--- config.mk ---
export PLATFORM = sky130hd
export DESIGN_NAME = cnn_layer_sequencer
export DESIGN_NICKNAME = d
export VERILOG_FILES = /design/src/rtl/cnn_pkg.sv /design/src/rtl/pixel_coord_counter.sv /design/src/rtl/cnn_layer_sequencer.sv
export SDC_FILE = /design/constraint.sdc
export NUM_CORES = 1
export LEC_CHECK = 0
export ABC_AREA = 0
export CAP_MARGIN = 40
export CORE_AREA = 3 3 58 55
export DETAILED_ROUTE_END_ITERATION = 7
export DIE_AREA = 0 0 61 58
export SYNTH_ARGS = -nofsm -noshare
export SYNTH_HDL_FRONTEND = slang
export SYNTH_SLANG_ARGS = --single-unit
--- constraint.sdc ---
create_clock -name clk -period 1.9 [get_ports clk]
set_clock_uncertainty 0.2 [all_clocks]
set_input_delay 0.285 -clock clk [delete_from_list [all_inputs] [get_ports clk]]
set_output_delay 0.285 -clock clk [all_outputs]
set_load 0.1 [all_outputs]
--- src/rtl/cnn_pkg.sv ---
// cnn_pkg: sequencer states, host setting codes and output feature-map size helpers.
package cnn_pkg;

    typedef enum logic [2:0] {IDLE, WLOAD, CONV, WB, CLEAR, DONE} seq_state_t;

    localparam logic [1:0] SET_READY = 2'b11;
    localparam logic [1:0] SET_CLEAR = 2'b00;

    function automatic int out_rows(input int img_rows, input int kernel);
        return img_rows - kernel + 1;
    endfunction

    function automatic int out_cols(input int img_cols, input int kernel);
        return img_cols - kernel + 1;
    endfunction

endpackage

--- src/rtl/pixel_coord_counter.sv ---
// pixel_coord_counter: output-pixel row/col counter pair that saturates at the last row and wraps col per row.
module pixel_coord_counter #(
    parameter int ROWS  = 30,
    parameter int COLS  = 30,
    parameter int ROW_W = 5,
    parameter int COL_W = 5
) (
    input  logic             clk,
    input  logic             rst,
    input  logic             clear,
    input  logic             inc_col,
    input  logic             inc_row,
    output logic [ROW_W-1:0] row,
    output logic [COL_W-1:0] col,
    output logic             row_last,
    output logic             col_last
);

    assign row_last = row == ROW_W'(ROWS - 1);
    assign col_last = col == COL_W'(COLS - 1);

    always_ff @(posedge clk or posedge rst) begin
        if (rst) begin
            row <= '0;
            col <= '0;
        end else if (clear) begin
            row <= '0;
            col <= '0;
        end else begin
            if (inc_col) col <= col_last ? '0 : col + 1'b1;
            if (inc_row && !row_last) row <= row + 1'b1;
        end
    end

endmodule

--- src/rtl/cnn_layer_sequencer.sv ---
// cnn_layer_sequencer: runs one CNN layer (weight load, row-by-row pixel streaming, write-back)
// once the host reports image and weights set, then clears the host status and pulses done.
module cnn_layer_sequencer import cnn_pkg::*; #(
    parameter  int IMG_ROWS = 32,
    parameter  int IMG_COLS = 32,
    parameter  int KERNEL   = 3,
    localparam int OUT_ROWS = out_rows(IMG_ROWS, KERNEL),
    localparam int OUT_COLS = out_cols(IMG_COLS, KERNEL),
    localparam int ROW_W    = OUT_ROWS > 1 ? $clog2(OUT_ROWS) : 1,
    localparam int COL_W    = OUT_COLS > 1 ? $clog2(OUT_COLS) : 1
) (
    input  logic             clk,
    input  logic             rst,
    input  logic [1:0]       setting_done_condition,
    output logic             clr_write_signal,
    output logic [1:0]       clr_write_data,
    output logic             wload_req,
    input  logic             wload_ack,
    output logic             pix_valid,
    input  logic             pix_ready,
    output logic [ROW_W-1:0] pix_row,
    output logic [COL_W-1:0] pix_col,
    output logic             wb_req,
    input  logic             wb_ack,
    output logic [ROW_W-1:0] wb_row,
    output logic             busy,
    output logic             layer_done
);

    seq_state_t state, state_next;
    logic clear, inc_col, inc_row, row_last, col_last;
    logic ready;

    assign ready = setting_done_condition == SET_READY;

    pixel_coord_counter #(
        .ROWS (OUT_ROWS),
        .COLS (OUT_COLS),
        .ROW_W(ROW_W),
        .COL_W(COL_W)
    ) u_ctr (
        .clk     (clk),
        .rst     (rst),
        .clear   (clear),
        .inc_col (inc_col),
        .inc_row (inc_row),
        .row     (pix_row),
        .col     (pix_col),
        .row_last(row_last),
        .col_last(col_last)
    );

    always_ff @(posedge clk or posedge rst) begin
        if (rst) state <= IDLE;
        else     state <= state_next;
    end

    always_comb begin
        state_next = state;
        clear      = 1'b0;
        inc_col    = 1'b0;
        inc_row    = 1'b0;
        case (state)
            IDLE: begin
                clear = 1'b1;
                if (ready) state_next = WLOAD;
            end
            WLOAD: if (wload_ack) state_next = CONV;
            CONV: if (pix_ready) begin
                inc_col = 1'b1;
                if (col_last) state_next = WB;
            end
            WB: if (wb_ack) begin
                inc_row    = !row_last;
                state_next = row_last ? CLEAR : CONV;
            end
            CLEAR:   state_next = DONE;
            DONE:    state_next = IDLE;
            default: state_next = IDLE;
        endcase
        // Losing the host status mid-run overrides any handshake and discards progress.
        if (!ready && state inside {WLOAD, CONV, WB}) begin
            state_next = IDLE;
            clear      = 1'b1;
            inc_col    = 1'b0;
            inc_row    = 1'b0;
        end
    end

    assign busy             = state != IDLE;
    assign wload_req        = state == WLOAD;
    assign pix_valid        = state == CONV;
    assign wb_req           = state == WB;
    assign wb_row           = pix_row;
    assign clr_write_signal = state == CLEAR;
    assign clr_write_data   = SET_CLEAR;
    assign layer_done       = state == DONE;

endmodule

==> Word-level counts from Yosys, hierarchy flattened <==
Cells that the tools add are included.
{ "totals": {"regBits": 13, "output_inout_bits": 23, "word_cells": 49} }
{ "op_classes": {"addsub": 2, "n_eq_ne": 13, "mux": 21, "n_reduce_logical": 10} }
{ "ops": {"columns": ["op", "count"], "rows": [
  ["5-bit two-way mux", 5],
  ["3-bit two-way mux", 7],
  ["3-bit case mux with 5 select lines", 1],
  ["3-bit by 1-bit inequality test with 1-bit output (second input constant)", 4],
  ["5-bit by 1-bit adder with 5-bit output (second input constant)", 2],
  ["5-bit == test (second input constant)", 2],
  ["1-bit two-way mux", 8],
  ["3-bit by 2-bit == test with 1-bit output (second input constant)", 2],
  ["3-bit == test (second input constant)", 2],
  ["3-bit nonzero test", 2],
  ["5-bit AND reduction", 1],
  ["2-bit nonzero test", 2],
  ["3-bit by 1-bit == test with 1-bit output (second input constant)", 1],
  ["3-bit logical NOT", 1],
  ["3-bit inequality test (second input constant)", 1],
  ["2-bit == test (second input constant)", 1],
  ["1-bit logical AND", 2],
  ["1-bit logical NOT", 2]
]} }

==> Depth between registers and ports, before layout <==
Gate-level depths: netlist (run 1).
{ "logic_depth": {"ltp_word": 8, "mapped_depth": 6} }

==> Modules after synthesis <==
Synthesis (run 1) repeated with hierarchy kept, for this count alone.
{ "hier_totals": {"cells_unflattened": 102, "area_unflattened_um2": 937.1} }
{ "modules_own_cells": {"columns": ["module", "n_inst", "cells_each", "area_each_um2"], "rows": [
  ["pixel_coord_counter", 1, 61, 573.0],
  ["cnn_layer_sequencer", 1, 41, 364.1]
]} }

==> Worst setup path after synthesis (run 1) <==
No wires, ideal clock.
{ "synth_timing": {"kind": "reg2out", "startpoint": "register state[1]", "endpoint": "output port pix_valid", "arrival_ns": 2.802, "required_time_ns": 1.415, "setup_slack_ns": -1.387, "stages_incl_launch_ff": 3, "path_buffers": 1, "cell_sequence": "dfrtp_1 buf_2 nor3b_1"} }
{ "synth_between": {"elab_chain_len": 1} }
{ "synth_rtl": {"columns": ["element", "line", "rtl"], "rows": [
  ["start: declaration", "cnn_layer_sequencer.sv:30", "seq_state_t state, state_next;"],
  ["start signal: assignment", "cnn_layer_sequencer.sv:55", "else state <= state_next;"],
  ["3-bit by 2-bit == test with 1-bit output", "cnn_layer_sequencer.sv:92", "assign pix_valid = state == CONV;"],
  ["end: declaration", "cnn_layer_sequencer.sv:19", "output logic pix_valid,"]
]} }
No other way between the ends.

==> Final worst setup path (run 1) <==
{ "layout_timing": {"startpoint": "register state[0]", "endpoint": "output port busy"} }
{ "layout_between": {"elab_chain_len": 1} }
{ "layout_rtl": {"columns": ["element", "line", "rtl"], "rows": [
  ["3-bit nonzero test", "cnn_layer_sequencer.sv:90", "assign busy = state != IDLE;"],
  ["end: declaration", "cnn_layer_sequencer.sv:26", "output logic busy,"]
]} }
No other way between the ends.

==> flow_summary.yaml, run 1 <==
status:
  outcome: "finished, final reports clean"
finish:
  fin_nets: 133
  fin_area_mm2: 0.00147
  fin_util_pct: 55.0
  layout_commonest_cell: "buf_12"
  area_growth_pct: 64.3
  drive_gt1_share_pct: 43.8
  diodes: 0
  final_cell_mix: "buf_12, a21oi_1, dfrtp_2"
clock_network:
  cts_root_buf: "clkbuf_4"
  clk_latency_ns: 0.27
  clock_path_buffers: 2
  cts_sinks: 13
  ctsHoldBuffers: 0
  cts_tree: "yes"
  cts-buffers-inserted: 3
  path_clk_slew_ns: 0.08
  htree_levels: 1
grt:
  grt_pass1_wl_um: 3640
  grt_max_degree: 16
  overflow: 0
  grt_pass1_vias: 776
  grt_usage_pct: 13.5
  antenna_found_initial: 0
place:
  port_buffers: 27
  gp_congestion: 0.744
  place_area_mm2: 0.00140
  dp_slack_ns: 0.0284
  dp_hpwl_um: 1580
synthesis:
  synth_top_flop_cell: "dfrtp_1"
  synth_warnings: 0
  synth_top_area_share_pct: 36.3
  synth_edf_count: 0
  yosys-top-cells-area: "dfrtp_1, a21oi_1, buf_4, ha_1, or3_1"
  ys_seq_area_share_pct: 36.3
  synth_cells: 93
  ys_ff_latch: 13
  syn_avg_cell_area_um2: 9.65
  synth_top_cell_by_area: "dfrtp_1"
  synth_area_um2: 897
  ys_types: 35
  synthArstFlopShare_pct: 100
power_and_ir_drop:
  max-vdd-ir-drop_mv: 0.343
  p_per_area_mw_per_mm2: 380
  p_leak_uw: 0.000601
detailed_routing:
  drtIter0Drc: 16
  vias: 819
  ant_nets: 0
  routed_wl_um: 2160
  wl_per_cell_um: 14.3
  drc: 0
  avgViaCountPerCell: 5.42
  drtPass1Iterations: 4
floorplan:
  die_area_mm2: 0.00354
  rows: 18
  core_mm2: 0.00268
  io_pins: 30
  initial_core_util_pct: 33.5
  die_width_um: 61
  die_h_um: 58
sta:
  finalHoldViolCount: 0
  rsz0062_at_grt: "false"
  fin_crit_sh_pct: 96.8
  max_clock_freq_mhz: 544
  slew_violations: 0
  fin_ws_ns: 0.0604
  fin_hold_ws_ns: 0.132
  period_needed_ns: 1.84
  finalSetupViolations: 0
worst_setup_path:
  critical_path_required_ns: 1.41
  end_kind: "primary output"
  cp_max_fo: 15
  path_class: "register to primary output"
  cp-start-kind: "register"
  crit_arrival_ns: 1.35
flow_run:
  drv_cap: 0
worst_hold_path:
  worstHoldPathType: "input pin to asynchronous set/reset pin"
## final cells by class
type	instances	area [um2]
fill	238	1210
inverter	4	15.0
sequential	13	348
clock buffer	4	26.3
timing repair buffer	34	533
multi-input combinational	66	514
tap	30	37.5
## Yosys cell counts, types with 3 or more instances
| library cell | number |
|---|---|
| a21oi_1 | 11 |
| a41oi_1 | 3 |
| and3b_1 | 3 |
| buf_2 | 3 |
| buf_4 | 7 |
| dfrtp_1 | 13 |
| ha_1 | 4 |
| inv_1 | 4 |
| nand2_1 | 3 |
| nor2_1 | 3 |
| o21ai_0 | 3 |
| or3_1 | 7 |
## worst paths after layout
check	slack [ns]	cells after the start	start	to
worst max-delay path	0.06	2	state[0]$_DFFE_PP0P_	busy
worst min-delay path	0.13	2	rst	u_ctr.col[1]$_DFFE_PP0P_
worst max register to register	0.13	5	u_ctr.col[1]$_DFFE_PP0P_	u_ctr.col[3]$_DFFE_PP0P_
worst min register to register	0.37	1	u_ctr.col[4]$_DFFE_PP0P_	u_ctr.col[4]$_DFFE_PP0P_
max in group asynchronous	1.00	2	rst	u_ctr.row[0]$_DFFE_PP0P_
min in group clk	0.37	1	u_ctr.col[4]$_DFFE_PP0P_	u_ctr.col[4]$_DFFE_PP0P_
## routing by layer
layer / wire, um / global-route usage (%) / part of all wire [%] / up-vias
li1: - / - / - / 397
met5: 0 / 0 / 0 / -
met1: 951 / 18.4 / 44 / 393
met2: 1080 / 21.1 / 50 / 25
met3: 92 / 3.56 / 4.3 / 4
met4: 30 / 3.41 / 1.4 / 0
## cell families (layout without fill, tap and decap cells)
| logic type | after synthesis | count (layout) | synth area share, % |
|---|---|---|---|
| AND/OR/NAND/NOR | 32 | 32 | 24.8 |
| buffers and inverters | 15 | 42 | 10.5 |
| AO/OA/AOI/OAI | 28 | 28 | 22.5 |
| adder cells (fa/ha/maj) | 4 | 4 | 5.58 |
| other | 1 | 2 | 0.418 |
| flip-flops | 13 | 13 | 36.3 |
## power breakdown
group	total (uW)	internal [uW]	switching, uW
logic	103	36.3	67.0
clock network	172	81.3	91.0
registers	285	278	6.42
## metrics by stage
stage / cells / total power (uW) / TNS [ns]
final: 151 / 560 / 0
after global routing: 151 / 589 / 0
after CTS: 151 / 571 / 0
after detailed placement: 142 / 392 / 0
after global placement: 142 / 391 / 0
after floorplan: 94 / 360 / -0.0197
## critical path: stages (launching register included)
cell     delay [ns]
dfrtp_2        0.51
or3_1          0.38
buf_12         0.19
## sequential cells by signal (all words and copies together) (netlist names)
name       count
state          3
u_ctr.col      5
u_ctr.row      5
## what timing repair did
| action | 4_1_cts | 5_1_grt |
|---|---|---|
| buffers inserted | 5 | 0 |
| endpoints found under the setup margin | 5 | 1 |
| gates resized for setup | 3 | 1 |
| hold endpoints to repair | 0 | 0 |
Power figures use the tool's default switching activity.
==> inputs of run 2 (changes only) <==
--- a/config.mk
+++ b/config.mk
@@ -8,6 +8,7 @@
 export ABC_AREA = 0
 export CAP_MARGIN = 40
 export CORE_AREA = 3 3 58 55
+export CTS_CLUSTER_DIAMETER = 60
 export DETAILED_ROUTE_END_ITERATION = 7
 export DIE_AREA = 0 0 61 58
 export SYNTH_ARGS = -nofsm -noshare
==> results of run 2 <==
Final layout, timing and power as in run 1 (identical DEF).
==> inputs of run 3 (changes only) <==
--- a/config.mk
+++ b/config.mk
@@ -11,6 +11,7 @@
 export CTS_CLUSTER_DIAMETER = 60
 export DETAILED_ROUTE_END_ITERATION = 7
 export DIE_AREA = 0 0 61 58
+export MAX_ROUTING_LAYER = met4
 export SYNTH_ARGS = -nofsm -noshare
 export SYNTH_HDL_FRONTEND = slang
 export SYNTH_SLANG_ARGS = --single-unit
==> constraint.sdc (replaced) <==
create_clock -name clk -period 2.2 [get_ports clk]
set_clock_uncertainty 0.2 [all_clocks]
set_input_delay 0.33 -clock clk [delete_from_list [all_inputs] [get_ports clk]]
set_output_delay 0.33 -clock clk [all_outputs]
set_load 0.1 [all_outputs]
==> flow_summary.yaml, run 3 (synthesis gave the netlist of run 1 again) <==
status:
  outcome: "finished, final reports clean"
worst_setup_path:
  cp_max_fo: 14
  cp-start-kind: "register"
  critical_path_required_ns: 1.67
  crit_arrival_ns: 1.49
  end_kind: "primary output"
  path_class: "register to primary output"
clock_network:
  cts_root_buf: "clkbuf_4"
  post-cts-setup-buffer-count: 0
  clk_latency_ns: 0.28
  cts_sinks: 13
  cts-buffers-inserted: 3
  htree_levels: 1
  clock_path_buffers: 2
  cts_tree: "yes"
  post_cts_resized: 0
  path_clk_slew_ns: 0.09
  ctsHoldBuffers: 0
sta:
  finalHoldViolCount: 0
  fin_crit_sh_pct: 91.7
  slew_violations: 0
  slew-limit-headroom_pct: 65.2
  max_clock_freq_mhz: 495
  fin_ws_ns: 0.182
  tns_ns: 0
  finalSetupViolations: 0
  period_needed_ns: 2.02
  worstMarginPinSlew_ns: 0.521
  rsz0062_at_grt: "false"
finish:
  diodes: 0
  fillers: 261
  final_cell_mix: "buf_4, a21oi_1, dfrtp_1"
  regArea_um2: 329
  fin_area_mm2: 0.00119
  drive_gt1_share_pct: 29.8
  top_regs: "u_ctr.col: 5 flops, u_ctr.row: 5 flops, state: 3 flops"
  area_growth_pct: 33.1
  fin_cells: 144
  fin_nets: 126
  multi_input_area_um2: 492
  layout_commonest_cell: "buf_4"
floorplan:
  io_pins: 30
  core_mm2: 0.00268
  die_width_um: 61
  die_area_mm2: 0.00354
  initial_core_util_pct: 33.5
  die_h_um: 58
  rows: 18
detailed_routing:
  wl_per_cell_um: 14.1
  routed_wl_um: 2030
  avgViaCountPerCell: 5.45
  ant_nets: 0
  drtIter0Drc: 14
  drtPass1Iterations: 4
  vias: 785
  drc: 0
place:
  dp_cells: 140
  place_area_mm2: 0.00117
  port_buffers: 27
  dp_hpwl_um: 1490
  gp_congestion: 0.733
  dp_slack_ns: 0.274
worst_hold_path:
  worstHoldPathType: "input pin to asynchronous set/reset pin"
power_and_ir_drop:
  p_leak_uw: 0.000545
  max-vdd-ir-drop_mv: 0.124
  p_per_area_mw_per_mm2: 405
  total_power_uw: 483
grt:
  grt_max_degree: 17
  antenna_found_initial: 0
  grt_usage_pct: 13.8
  grt_pass1_vias: 758
  grt_pass1_wl_um: 3560
  overflow: 0
flow_run:
  drv_cap: 0
run 3: cell count changes in the layout (fill, tap and decap cells not counted), moves of 2 or more:
cell     delta
nor3b_2     +2
dfrtp_1     +9
buf_4       +8
dfrtp_4     -3
buf_12     -15
nor3b_4     -2
dfrtp_2     -6
run 3: where the power goes:
part	total, uW	switching [uW]	internal (uW)	leakage [uW]
registers	246	5.66	240	0.000176
clock network	152	84.8	67.4	0.0000177
logic	85.0	56.5	28.5	0.000351
total	483	147	336	0.000545
run 3: cell type report:
class,count,share of cell area (%)
Clock buffer,3,1.89
Clock inverter,1,0.419
Inverter,4,1.26
Timing Repair Buffer,27,24.5
Sequential cell,13,27.6
Multi-Input combinational cell,66,41.2
Tap cell,30,3.14
run 3: worst paths after layout:
kind                       depth (start not counted)                      from                       end  slack [ns]
setup / recovery                                   2      state[2]$_DFFE_PP0P_                      busy        0.18
hold / removal                                     2                       rst  u_ctr.row[3]$_DFFE_PP0P_        0.17
setup reg to reg                                   4  u_ctr.row[0]$_DFFE_PP0P_  u_ctr.row[0]$_DFFE_PP0P_        0.46
hold reg to reg                                    1  u_ctr.col[4]$_DFFE_PP0P_  u_ctr.col[4]$_DFFE_PP0P_        0.33
max in group asynchronous                          2                       rst  u_ctr.row[1]$_DFFE_PP0P_        1.25
min in group clk                                   1  u_ctr.col[4]$_DFFE_PP0P_  u_ctr.col[4]$_DFFE_PP0P_        0.33
run 3: per-layer routing:
layer / wire [um] / up-vias / global-route usage [%]
li1: - / 385 / -
met1: 968 / 369 / 18.4
met2: 932 / 29 / 20.2
met3: 101 / 2 / 1.56
met4: 27 / 0 / 7.43
met5: 0 / - / -
run 3: through the flow:
step,hold WS [ns],utilization (%)
floorplan,0.00676,-
global placement,0.307,43.5
detailed placement,0.316,43.5
CTS,0.190,44.5
global route,0.220,44.5
finish,0.174,44.5
run 3: critical path: stages, from the launching register on:
cell and delay, ns:
dfrtp_1 0.55, or3_1 0.47, buf_12 0.19
